## config.mk

```make
export PLATFORM = sky130hd
export DESIGN_NAME = seg7_reader
export DESIGN_NICKNAME = d
export VERILOG_FILES = /design/src/rtl/seg7_reader.sv
export SDC_FILE = /design/constraint.sdc
export NUM_CORES = 1
export LEC_CHECK = 0
export ABC_AREA = 0
export BUFFER_PORTS_ARGS = -buffer_cell sky130_fd_sc_hd__buf_2
export CAP_MARGIN = 20
export CORE_UTILIZATION = 45
export DETAILED_ROUTE_END_ITERATION = 8
export PLACE_DENSITY = 0.66
export RECOVER_POWER = 100
export SLEW_MARGIN = 10
export SYNTH_ARGS = -nofsm -noshare
export SYNTH_HDL_FRONTEND = slang
export SYNTH_SLANG_ARGS = --single-unit
```

## constraint.sdc

```tcl
create_clock -name clk -period 3.55 [get_ports clk]
set_clock_uncertainty 0.15 [all_clocks]
set_input_delay 0 -clock clk [delete_from_list [all_inputs] [get_ports clk]]
set_output_delay 0 -clock clk [all_outputs]
set_load 0.02 [all_outputs]
```

## src/rtl/seg7_reader.sv

```systemverilog
// Reads a multiplexed seven-segment bus back into BCD digits. Each strobed
// pattern must be stable for STABLE_CYCLES samples before its slot commits.
module seg7_reader #(
  parameter int STABLE_CYCLES = 4,
  parameter int NUM_DIGITS    = 2
) (
  input  logic                    clk,
  input  logic                    reset,
  input  logic [6:0]              segments,
  input  logic [NUM_DIGITS-1:0]   digit_en,
  output logic                    out_valid,
  input  logic                    out_ready,
  output logic [4*NUM_DIGITS-1:0] digits,
  output logic [NUM_DIGITS-1:0]   invalid,
  output logic                    overrun
);
  localparam int CNT_W  = $clog2(STABLE_CYCLES + 1);
  localparam int SLOT_W = (NUM_DIGITS > 1) ? $clog2(NUM_DIGITS) : 1;
  localparam logic [CNT_W-1:0] LAST_CNT = CNT_W'(STABLE_CYCLES - 1);

  typedef enum logic [1:0] {IDLE, COUNTING, LOCKED} run_state_t;

  run_state_t              state_q;
  logic [CNT_W-1:0]        cnt_q;
  logic [NUM_DIGITS+6:0]   hist_q;
  logic [NUM_DIGITS-1:0]   mask_q, mask_d;
  logic [4*NUM_DIGITS-1:0] stage_val_q, stage_val_d, digits_q;
  logic [NUM_DIGITS-1:0]   stage_inv_q, stage_inv_d, invalid_q;
  logic                    out_valid_q, overrun_q;
  logic                    onehot, same, commit, frame_done;
  logic [SLOT_W-1:0]       slot;
  logic [4:0]              dec;

  // Returns {invalid, value}; anything outside the ten digit glyphs reads as F.
  function automatic logic [4:0] decode(input logic [6:0] s);
    case (s)
      7'h3F:   return 5'h00;
      7'h06:   return 5'h01;
      7'h5B:   return 5'h02;
      7'h4F:   return 5'h03;
      7'h66:   return 5'h04;
      7'h6D:   return 5'h05;
      7'h7C:   return 5'h06;
      7'h07:   return 5'h07;
      7'h7F:   return 5'h08;
      7'h67:   return 5'h09;
      default: return 5'h1F;
    endcase
  endfunction

  always_comb begin
    onehot = $onehot(digit_en);
    same   = ({digit_en, segments} == hist_q);
    slot   = '0;
    for (int i = 0; i < NUM_DIGITS; i++)
      if (digit_en[i]) slot = SLOT_W'(i);
    dec        = decode(segments);
    commit     = onehot && same && (state_q == COUNTING) && (cnt_q == LAST_CNT);
    mask_d     = commit ? (mask_q | digit_en) : mask_q;
    frame_done = commit && (&mask_d);
    stage_val_d = stage_val_q;
    stage_inv_d = stage_inv_q;
    if (commit) begin
      stage_val_d[4*slot +: 4] = dec[3:0];
      stage_inv_d[slot]        = dec[4];
    end
  end

  always_ff @(posedge clk) begin
    if (reset) begin
      state_q     <= IDLE;
      cnt_q       <= '0;
      hist_q      <= '0;
      mask_q      <= '0;
      out_valid_q <= 1'b0;
      digits_q    <= '0;
      invalid_q   <= '0;
      overrun_q   <= 1'b0;
    end else begin
      hist_q <= {digit_en, segments};
      if (!onehot) begin
        state_q <= IDLE;
        cnt_q   <= '0;
      end else if (!same) begin
        state_q <= COUNTING;
        cnt_q   <= CNT_W'(1);
      end else if (state_q == COUNTING) begin
        cnt_q <= cnt_q + CNT_W'(1);
        if (commit) state_q <= LOCKED;
      end
      mask_q <= frame_done ? '0 : mask_d;
      // A completed frame is only loaded if the held one is gone or leaving now.
      if (frame_done && (!out_valid_q || out_ready)) begin
        digits_q    <= stage_val_d;
        invalid_q   <= stage_inv_d;
        out_valid_q <= 1'b1;
      end else if (frame_done) begin
        overrun_q <= 1'b1;
      end else if (out_valid_q && out_ready) begin
        out_valid_q <= 1'b0;
      end
    end
  end

  // Staging contents are only read once every mask bit has been rewritten.
  always_ff @(posedge clk) begin
    stage_val_q <= stage_val_d;
    stage_inv_q <= stage_inv_d;
  end

  assign out_valid = out_valid_q;
  assign digits    = digits_q;
  assign invalid   = invalid_q;
  assign overrun   = overrun_q;
endmodule

```

# Word-level counts from Yosys, hierarchy flattened
# Cells that the tools add are included.
# Widths: inputs -> output; s select.
# totals
reg_bits	38
inputBits	12
output_inout_bits	12
# classes
addsub	3
order_cmp	2
n_eq_ne	17
shifts	2
muxes	17
bitwise_logic	4
n_reduce_logical	18
# ops
op	count
$pmux 5 s10	1
$eq 7x7->1 const B	7
$neg 3->34	1
$shift 4x34->8 const A	1
$shiftx 4x34->8	1
$eq 7x3->1 const B	2
$mux 1	10
$reduce_and 2->1	5
$eq 9x9->1	1
$bwmux 8	1
$mux 8	1
$eq 7x6->1 const B	1
$logic_and 1x1->1	7
$ne 2x1->1 const B	3
$eq 2x1->1 const B	2
$mux 2	2
$reduce_or 2->1	2
$add 3x1->3 const B	1
$eq 3x2->1 const B	1
$not 1->1	3
$reduce_or 3->1	1
$add 1x1->2	1
$bwmux 2	1
$lt 1x2->1 const B	1
other kinds (6)	6

# Logic depth before layout (Yosys ltp)
# Gate-level depths: netlist (run 1).
# depth
word_depth	11
depth_mapped	8

# Least setup slack after synthesis (run 1)
# Ideal clock, no wire load.
# synth_path
path_kind	flip-flop to flip-flop
start	register hist_q[1]
end	register digits_q[1], in the netlist digits[1]
setup_ps	115
arrival_ps	1880
t_required_ps	3285
path_slack_ps	1405
path_stages_with_launch	7
synth_period_minus_slack_ps	2145
path_cell_list	dfxtp_1 > xnor2_2 > nand4_2 > or4_4 > nor2_4 > mux2_1 > o21a_1
# synth_lines
element	line_no	source
start: declaration	25	logic [NUM_DIGITS+6:0] hist_q;
start signal: assignment	80	hist_q <= {digit_en, segments};
$eq 9x9->1	53	same = ({digit_en, segments} == hist_q);
$logic_and 1x1->1 (3 in series)	58	commit = onehot && same && (state_q == COUNTING) && (cnt_q == LAST_CNT);
$mux 8	63	if (commit) begin
via stage_val_d[1]	27	logic [4*NUM_DIGITS-1:0] stage_val_q, stage_val_d, digits_q;
end signal: assignment	94	digits_q <= stage_val_d;
end: declaration	27	
# The timed path passes the listed nets, and every way through them passes these cells.
# A chain may end at the register's enable or synchronous reset.

# Worst setup path after layout (run 1)
# layout_path
start	input port segments[1]
end	register digits_q[5], in the netlist digits[5]
# layout_lines
element	line_no	source
start: declaration	9	input logic [6:0] segments,
$eq 7x7->1 (tied with other cells)	36	case (s)
$pmux 5 s10 or $logic_and 1x1->1 (tied branches)	36, 58	
$shiftx 4x34->8 or $logic_and 1x1->1 (tied branches)	64, 58	
$bwmux 8 or $logic_and 1x1->1 (tied branches)	64, 58	
$mux 8 *	63	
via stage_val_d[5]	27	
# The timed path passes the listed nets; every way through them passes the cells marked *.

==> impl_metrics.csv, run 1 <==
group,metric,value,unit
synthesis,ys_ff_latch,38,
synthesis,synth.avg_cell_area,9.10,µm²
setup_path,r2r_cells,7,
placed_design,place_congestion,0.813,
cts,clkLatencyLatePin,0.28,ns
sta,setup_viol,0,
route,detail_route_met3_wl,133,µm
route,detailroute.wirelength.met2,1620,µm
placed_design,placed_cells,260,
pwr,power_density,376,nW/µm²
min_path,hold-path-cell-count,2,
run,max_cap_viols,0,
global_routing,grt_overflow,0,
global_routing,first_global_vias,1401,
sta,timing_max_transition_violations_final,0,
cts,post_cts_resized,0,
global_routing,grt_pass1_wl,6000,µm
sta,worst_pin_slew,0.498,ns
cts,cts_sink_cnt,38,
setup_path,worst_ep_arrival_time,2.89,ns
final_layout,post_route_cells_drive_above_1_share,0.0609,
final_layout,final_cell_count_no_fill,278,
sta,achievable_frequency,350,MHz
setup_path,timing.reg2reg.setup_slack,1.04,ns
min_path,hold_path.startpoint,"reset",
cts,clock_tree_from_tritoncts,"built",
cts,clockBufferDepth,2,
sta,fin_crit,2.86,ns
cts,cts.htree.levels,2,
status,run_status,"finished clean",
setup_path,worstSetupEndpointType,"flip-flop",
synthesis,ys_async_sr_fraction,0,
route,detailroute.via_count,1447,
route,routedWlPerCell,12.5,µm
route,drt_first_iter_violations,65,
pwr,static-leakage-power,0.718,nW
sta,setup_repair_after_global_routing_missed_its_margin,"false",
synthesis,ys_types,49,
global_routing,grt_antenna_before_repair,0,
sta,period_share,0.804,
die,floorplan.io_pins,24,
setup_path,timing.critical_path.slowest_stage_cell,"sky130_fd_sc_hd__dlygate4sd3_1",
setup_path,cp-start-kind,"input port",
cts,cts-buffers-inserted,5,
final_layout,layout.cells.most_common,"sky130_fd_sc_hd__dfxtp_1",
route,drt_wl_total,3490,µm
final_layout,fill_cells,373,
route,detail_route.drc_violations,0,
global_routing,grt.total_usage,0.183,
sta,slew-limit-headroom,0.668,
global_routing,grt_start_max_net_pins,31,
sta,hold_viol_final,0,
synthesis,number_of_enable_flip_flop_cells_after_synthesis,0,
die,fp-row-count,22,
synthesis,synthesis.area,1830,µm²
cts,cts-root-buf,"sky130_fd_sc_hd__clkbuf_8",
synthesis,syn-instance-count,201,
setup_path,critPathMaxStageDelay,0.53,ns
placed_design,hpwl_detailed,2570,µm
route,post_detailed_route_count_of_antenna_violating_nets,0,
min_path,class_of_the_tightest_hold_or_removal_check,"input port to flip-flop",
route,route.layer.met1.wl,1670,µm
cts,clkSlewWorstSetupHoldPaths,0.07,ns
placed_design,io_buffers,23,
setup_path,path_class,"input port to flip-flop",
synthesis,synth-main-ff-cell,"sky130_fd_sc_hd__dfxtp_1",
synthesis,yosys_warnings,0,
min_path,holdPathEnd,"out_valid",
final_layout,area_growth_syn_to_layout,13.6,%
die,die_width,65.8,µm
setup_path,required,3.58,ns
die,initial_utilization,0.485,
route,drt_pass1_iterations,4,
setup_path,crit-reg2reg-launch,"cnt_q[0]",
sta,setup-tns-final,0,ns
die,area_of_the_core_region,3770,µm²
setup_path,worst-path-max-fanout,10,
setup_path,r2r_end,"digits[5]",
pwr,worst_vdd_rail_ir_drop,0.000180,V
setup_path,sequence_of_cells_on_the_critical_path,"dlygate4sd3_1, clkbuf_1, xnor2_2, nand4_1, nor4_1, and2_0, mux2_1, o21a_1",
final_layout,num-nets-final,244,
synthesis,synth_nets,215,
route,dr.max_layer_used,"met4",
final_layout,antennaDiodeCount,0,
final_layout,most-common-layout-cells,"sky130_fd_sc_hd__dfxtp_1 (38), sky130_fd_sc_hd__nor2_1 (27), sky130_fd_sc_hd__clkbuf_1 (23)",
die,die_h,65.8,µm
route,vias_per_cell,5.21,
die,die_area,4320,µm²
cts,postCtsSetupRepairBufs,0,
synthesis,ys_seq_area_frac,0.416,
[worst max-delay path: cells and delay by family]
family                    cells  cell delay, ns
and+or+nand+nor               3            1.22
buffers and inverters         2            0.93
AOI/OAI and AO/OA             1            0.19
xor gates and xnor gates      1            0.16
muxes                         1            0.39
[final cells by class]
type                       instances  area (µm²)  area share
tap                               48        60.1      0.0289
inverter                           5        18.8     0.00903
clock buffer                       7        76.3      0.0367
multi-input combinational        146         963       0.464
sequential                        38         761       0.366
timing repair buffer              34         199      0.0957
[metrics by stage]
step	worst slack (ns)	instance area (µm²)	power, mW	util	hold WS [ns]
after floorplan	1.41	1830	0.502	-	-0.0218
after global placement	1.27	1930	0.512	0.513	0.127
after detailed placement	1.19	1930	0.515	0.513	0.137
after CTS	1.14	2120	0.793	0.562	0.00644
after global routing	0.482	2080	0.818	0.551	0.0365
final	0.694	2080	0.782	0.551	0.0127
[sequential cells by signal (all words and copies together), names as in the netlist]
register     cells
state_q          2
mask_q           2
invalid          2
cnt_q            3
overrun          1
stage_inv_q      2
stage_val_q      8
hist_q           9
out_valid        1
digits           8
[synth_stat cells, drive strengths merged (3+ instances only)]
cell type | instances | area share
dfxtp | 38 | 0.42
nor2 | 28 | 0.062
nor2b | 14 | 0.048
a21oi | 12 | 0.033
nand2 | 11 | 0.023
xnor2 | 11 | 0.061
buf | 8 | 0.030
o211ai | 7 | 0.029
nand3b | 6 | 0.025
inv | 5 | 0.010
o21a | 5 | 0.021
clkbuf | 4 | 0.0082
mux2i | 4 | 0.022
or3 | 4 | 0.014
or4b | 4 | 0.022
and2 | 3 | 0.010
nand2b | 3 | 0.010
nor3 | 3 | 0.014
[worst max-delay path by stage]
stage	startpoint	to	slack [ns]	cells past startpoint
global route	segments[1]	digits[5]	0.48	8
global placement	cnt_q[0]	digits[1]	1.27	7
floorplan	hist_q[1]	digits[1]	1.41	6
detailed placement	cnt_q[0]	digits[3]	1.19	7
CTS	segments[1]	digits[1]	1.14	8
finish	segments[1]	digits[5]	0.69	8
[layer usage]
metal,GRT usage,vias up
li1,-,753
met5,0,-
met2,0.302,28
met3,0.0556,6
met4,0.0598,0
met1,0.224,660
[cell families after synthesis]
| kind of cell | Yosys count | synth area share |
|---|---|---|
| multiplexers | 6 | 0.0342 |
| XOR/XNOR | 11 | 0.0609 |
| adder cells (fa/ha/maj) | 2 | 0.0137 |
| flip-flops | 38 | 0.416 |
| buffers and inverters | 17 | 0.0486 |
| AO/OA/AOI/OAI | 36 | 0.134 |
| AND/OR/NAND/NOR | 91 | 0.293 |
[power by group]
part	total, mW	internal (mW)	switching (mW)
combinational	0.0743	0.0344	0.0398
clock	0.271	0.135	0.136
sequential	0.437	0.433	0.00350
total	0.782	0.603	0.179
[what timing repair did]
item / in CTS / in global routing
hold buffers: 11 / 0
setup endpoints to repair: 0 / 0
endpoints found under the hold margin: 12 / 0
Note: power is estimated with default switching activity, not from simulation.
==> run 2, diff against run 1 <==
ABC_AREA = 1   (was 0)
PLACE_DENSITY = 0.65   (was 0.66)
clock period = 2.8 ns   (was 3.55 ns; I/O delays follow)
==> run 2 against run 1 <==
- power increased by 46%
- setup slack got worse by 0.19 ns
- sequential share of layout area decreased by 4.6 points
- clock-buffer cell count decreased by 1
- combinational power increased by 44%
- critical path depth increased by 3
- clock power increased by 75%
- worst hold slack improved by 0.059 ns
- register-to-register slack got worse by 0.42 ns
- synthesized area increased by 6.3%
- sequential power increased by 27%
- highest routed layer unchanged
==> impl_metrics.csv, run 2 <==
group,metric,value,unit
global_routing,grt_antenna_before_repair,0,
setup_path,r2r_cells,7,
pwr,static-leakage-power,1.20,nW
setup_path,crit_path_frequent_cell,"sky130_fd_sc_hd__nand2_1",
final_layout,post_route_cells_drive_above_1_share,0.114,
sta,setup_viol,0,
placed_design,place_congestion,0.785,
final_layout,num-nets-final,347,
setup_path,cp-start-kind,"input port",
route,detail_route.drc_violations,0,
sta,worst_pin_slew,0.639,ns
die,floorplan.io_pins,24,
global_routing,grt.busiest_layer,"met2",
setup_path,worst-path-max-fanout,9,
cts,post_cts_resized,0,
cts,cts_sink_cnt,38,
global_routing,groute.layer.met1.usage,0.241,
status,run_status,"finished clean",
min_path,hold_path.startpoint,"out_ready",
die,die_h,67.7,µm
cts,cts.htree.levels,2,
cts,cts-buffers-inserted,5,
synthesis,yosys_warnings,0,
final_layout,max_reg_flops,9,
synthesis,syn-instance-count,288,
placed_design,io_buffers,23,
setup_path,crit_start,"segments[1]",
synthesis,synth_common_cells,"sky130_fd_sc_hd__nand2_1 (82), sky130_fd_sc_hd__inv_1 (57), sky130_fd_sc_hd__nor2_1 (39)",
final_layout,layout.cells.most_common,"sky130_fd_sc_hd__nand2_1",
sta,timing_max_transition_violations_final,0,
global_routing,grt_pass1_wl,6570,µm
sta,fin_hold_ws,0.0713,ns
setup_path,required,2.88,ns
route,routedWlPerCell,9.68,µm
setup_path,sequence_of_cells_on_the_critical_path,"dlygate4sd3_1, clkbuf_1, inv_2, nand2_1, nand2_1, nor2_1, nand2_1, nor2_8, o2111ai_2, a21oi_1, dlygate4sd3_1",
min_path,class_of_the_tightest_hold_or_removal_check,"input port to flip-flop",
cts,clock_tree_from_tritoncts,"built",
synthesis,synthDominantCellAreaShare,0.391,
synthesis,synth.area.top_cells,"sky130_fd_sc_hd__dfxtp_1 (39%), sky130_fd_sc_hd__nand2_1 (16%), sky130_fd_sc_hd__inv_1 (11%)",
synthesis,ys_types,30,
setup_path,timing.reg2reg.setup_slack,0.62,ns
die,die_width,67.7,µm
route,post_detailed_route_count_of_antenna_violating_nets,0,
sta,setup_repair_after_global_routing_missed_its_margin,"false",
synthesis,synth_largest_area_cell,"sky130_fd_sc_hd__dfxtp_1",
min_path,holdPathEnd,"overrun",
sta,achievable_frequency,436,MHz
cts,clkLatencyLatePin,0.28,ns
setup_path,crit-reg2reg-launch,"cnt_q[0]",
synthesis,synth-main-ff-cell,"sky130_fd_sc_hd__dfxtp_1",
setup_path,timing.critical_path.slowest_stage_cell,"sky130_fd_sc_hd__dlygate4sd3_1",
min_path,hold-path-cell-count,5,
setup_path,worst_ep_arrival_time,2.37,ns
die,area_of_the_core_region,4090,µm²
final_layout,antennaDiodeCount,0,
setup_path,path_class,"input port to flip-flop",
global_routing,grt_start_max_net_pins,15,
synthesis,ys_ff_latch,38,
sta,slew-limit-headroom,0.574,
global_routing,global_route.usage.met3,0.0557,
sta,hold_viol_final,0,
synthesis,synth_nets,302,
pwr,power_density,479,nW/µm²
route,vias_per_cell,4.38,
die,fp-row-count,23,
global_routing,grt_overflow,0,
final_layout,area_growth_syn_to_layout,22.1,%
synthesis,yosysMostFrequentCell,"sky130_fd_sc_hd__nand2_1",
synthesis,synth.avg_cell_area,6.75,µm²
synthesis,ys_seq_area_frac,0.391,
setup_path,r2r_end,"out_valid",
placed_design,hpwl_detailed,2540,µm
synthesis,synthesis.area,1940,µm²
die,initial_utilization,0.476,
setup_path,worstSetupEndpointType,"flip-flop",
cts,cts-root-buf,"sky130_fd_sc_hd__clkbuf_8",
sta,period_share,0.819,
route,drt_first_iter_violations,68,
route,detailroute.via_count,1679,
synthesis,ys_async_sr_fraction,0,
sta,fin_crit,2.29,ns
cts,clkSlewWorstSetupHoldPaths,0.07,ns
run,max_cap_viols,0,
final_layout,most-common-layout-cells,"sky130_fd_sc_hd__nand2_1 (82), sky130_fd_sc_hd__inv_1 (57), sky130_fd_sc_hd__nor2_1 (39)",
sta,setup-tns-final,0,ns
global_routing,met2_usage_grt,0.312,
setup_path,critPathMaxStageDelay,0.56,ns
final_layout,registers.top_by_ff_count,"hist_q",
global_routing,first_global_vias,1554,
die,die_area,4590,µm²
cts,clockBufferDepth,2,
route,drt_wl_total,3710,µm
route,drt_pass1_iterations,4,
pwr,worst_vdd_rail_ir_drop,0.000306,V
global_routing,grt.total_usage,0.192,
synthesis,number_of_enable_flip_flop_cells_after_synthesis,0,
[run 2: where the power goes]
group	total, mW	switching (mW)	internal (mW)
registers	0.556	0.00599	0.550
clock network	0.475	0.190	0.285
logic	0.107	0.0597	0.0477
[run 2: worst max path at each step]
stage	end	slack (ns)	cells past startpoint
after floorplan	digits[1]	0.98	10
after global placement	digits[1]	0.83	9
after detailed placement	digits[1]	0.79	9
after CTS	out_valid	0.62	7
after global routing	out_valid	0.26	11
final	out_valid	0.51	11
[run 2: cell type report]
cell class	instances	area (µm²)
multi-input combinational	184	912
clock buffer	6	82.6
clock inverter	1	30.0
sequential	38	761
fill	399	1710
inverter	61	229
timing repair buffer	43	298
tap	50	62.6
[run 2: per-stage QoR]
stage / area [µm²] / total power [mW] / std cells / utilization / setup slack [ns]
6_report: 2370 / 1.14 / 383 / 0.581 / 0.506
5_1_grt: 2370 / 1.20 / 383 / 0.581 / 0.255
4_1_cts: 2400 / 1.15 / 383 / 0.588 / 0.615
3_5_place_dp: 2090 / 0.657 / 356 / 0.511 / 0.792
3_3_place_gp: 2090 / 0.656 / 356 / 0.511 / 0.831
2_1_floorplan: 1940 / 0.633 / 288 / - / 0.985
[run 2: metal layers]
| layer | vias to the layer above | share of wire |
|---|---|---|
| met1 | 711 | 0.51 |
| li1 | 942 | - |
| met4 | 0 | 0.011 |
| met5 | - | 0 |
| met2 | 22 | 0.45 |
| met3 | 4 | 0.031 |
[run 2: cells by family (layout without fill, tap and decap cells)]
logic type      after synthesis  in the layout  share of synthesized area
fa+ha+maj                     2              2                     0.0129
buf+inv                      66            111                      0.134
compound gates               19             19                     0.0566
simple gates                154            154                      0.364
xor+xnor                      9              9                     0.0405
flops                        38             38                      0.391
[run 2: repair_timing]
item                      4_1_cts  5_1_grt
buffers inserted                0        0
hold buffers                   20        0
hold endpoints to repair       11        0
[run 2: critical path, delay by kind of cell]
family	cells	cell delay, ns
AOI/OAI and AO/OA	2	0.37
and+or+nand+nor	5	0.60
buffers and inverters	4	1.40
==> run 3, diff against run 2 <==
clock period = 2.41 ns   (was 2.8 ns; I/O delays follow)
==> run 3 against run 2 <==
- flip-flop and latch count stayed put
- register-to-register slack got worse by 0.39 ns
- die area stayed put
- critical endpoint unchanged
==> impl_metrics.csv, run 3 (synthesis gave the netlist of run 2 again) <==
group,metric,value,unit
status,run_status,"finished clean",
setup_path,worst-path-max-fanout,7,
sta,setup_repair_after_global_routing_missed_its_margin,"false",
placed_design,hpwl_detailed,2530,µm
final_layout,post_route_cells_drive_above_1_share,0.117,
global_routing,grt_overflow,0,
sta,period_share,0.903,
die,fp-row-count,23,
setup_path,critical_path.n_buffers_inverters,1,
sta,timing_max_transition_violations_final,0,
sta,hold_viol_final,0,
die,area_of_the_core_region,4090,µm²
die,die_area,4590,µm²
min_path,class_of_the_tightest_hold_or_removal_check,"input port to flip-flop",
pwr,power_density,507,nW/µm²
sta,slew-limit-headroom,0.590,
route,drt_pass1_iterations,4,
sta,achievable_frequency,459,MHz
cts,clockBufferDepth,2,
placed_design,io_buffers,23,
sta,fin_crit,2.18,ns
pwr,worst_vdd_rail_ir_drop,0.000354,V
setup_path,crit_path_frequent_cell,"sky130_fd_sc_hd__ha_1",
setup_path,worstSetupEndpointType,"flip-flop",
min_path,hold-path-cell-count,5,
route,detailroute.via_count,1689,
cts,cts.htree.levels,2,
cts,cts-root-buf,"sky130_fd_sc_hd__clkbuf_8",
global_routing,grt.total_usage,0.188,
pwr,static-leakage-power,1.19,nW
final_layout,most-common-layout-cells,"sky130_fd_sc_hd__nand2_1 (82), sky130_fd_sc_hd__inv_1 (57), sky130_fd_sc_hd__nor2_1 (39)",
global_routing,first_global_vias,1535,
final_layout,antennaDiodeCount,0,
setup_path,r2r_cells,7,
run,max_cap_viols,0,
die,floorplan.io_pins,24,
route,routedWlPerCell,9.57,µm
pwr,power,1.19,mW
final_layout,num-nets-final,347,
route,post_detailed_route_count_of_antenna_violating_nets,0,
route,drt_wl_total,3670,µm
global_routing,grt_start_max_net_pins,15,
sta,setup-tns-final,0,ns
setup_path,timing.critical_path.slowest_stage_cell,"sky130_fd_sc_hd__dlygate4sd3_1",
setup_path,crit-reg2reg-launch,"cnt_q[0]",
sta,fin_hold_ws,0.0692,ns
die,die_width,67.7,µm
die,initial_utilization,0.476,
cts,clkSlewWorstSetupHoldPaths,0.07,ns
die,die_h,67.7,µm
cts,clkLatencyLatePin,0.28,ns
final_layout,registers.top_by_ff_count,"hist_q",
cts,clock_tree_from_tritoncts,"built",
setup_path,sequence_of_cells_on_the_critical_path,"ha_1, ha_1, nand3_1, nor2_4, o2111ai_2, a21oi_1, dlygate4sd3_1",
setup_path,required,2.49,ns
final_layout,area_growth_syn_to_layout,20.5,%
cts,hold_buffers,20,
cts,cts_sink_cnt,38,
cts,cts-buffers-inserted,5,
setup_path,critPathMaxStageDelay,0.56,ns
sta,worst_pin_slew,0.616,ns
setup_path,crit_start,"cnt_q[0]",
placed_design,placed_cells,356,
final_layout,fill_cells,410,
final_layout,max_reg_flops,9,
route,drt_first_iter_violations,79,
route,detail_route.drc_violations,0,
setup_path,cp-start-kind,"flip-flop",
setup_path,path_class,"flip-flop to flip-flop",
sta,setup_viol,0,
cts,postCtsSetupRepairBufs,0,
setup_path,crit_family,"buffers and inverters",
final_layout,layout.cells.most_common,"sky130_fd_sc_hd__nand2_1",
route,vias_per_cell,4.41,
global_routing,grt_pass1_wl,6460,µm
placed_design,place_congestion,0.785,
setup_path,worst_ep_arrival_time,2.26,ns
global_routing,grt_antenna_before_repair,0,
cts,post_cts_resized,0,
final_layout,final_cell_count_no_fill,383,
setup_path,stages_on_the_worst_setup_path,7,
min_path,hold_path.startpoint,"out_ready",
run 3: routing by layer:
layer | share of wire | wire length, µm | track usage
met5 | 0 | 0 | 0
met4 | 0.0074 | 27 | 0.0559
met3 | 0.034 | 124 | 0.0557
met2 | 0.43 | 1580 | 0.300
met1 | 0.53 | 1940 | 0.242
run 3: path summary, 6_finish.rpt:
kind	to	slack, ns
max	out_valid	0.23
min	overrun	0.07
max reg2reg	out_valid	0.23
min reg2reg	stage_val_q[1]	0.31
run 3: through the flow:
stage / utilization / setup WS [ns] / cell area [µm²]
finish: 0.573 / 0.233 / 2340
detailed placement: 0.511 / 0.402 / 2090
CTS: 0.580 / 0.228 / 2370
global route: 0.573 / 0.0609 / 2340
floorplan: - / 0.595 / 1940
global placement: 0.511 / 0.441 / 2090
run 3: report_power, final:
part	leakage (nW)	internal, mW	switching [mW]
logic	0.840	0.0557	0.0691
registers	0.309	0.639	0.00688
clock network	0.0438	0.194	0.222
run 3: final cells by class:
class                      count  area [µm²]  area share
multi-input combinational    184         912       0.389
inverter                      61         229      0.0978
tap                           50        62.6      0.0267
clock buffer                   5        68.8      0.0294
timing repair buffer          43         299       0.128
sequential                    38         761       0.325
clock inverter                 2        10.0     0.00427
run 3: worst min-delay path, delay by kind of cell:
| kind | cells | cell delay, ns |
|---|---|---|
| AOI/OAI and AO/OA | 1 | 0.15 |
| and+or+nand+nor | 2 | 0.11 |
| buffers and inverters | 2 | 0.19 |
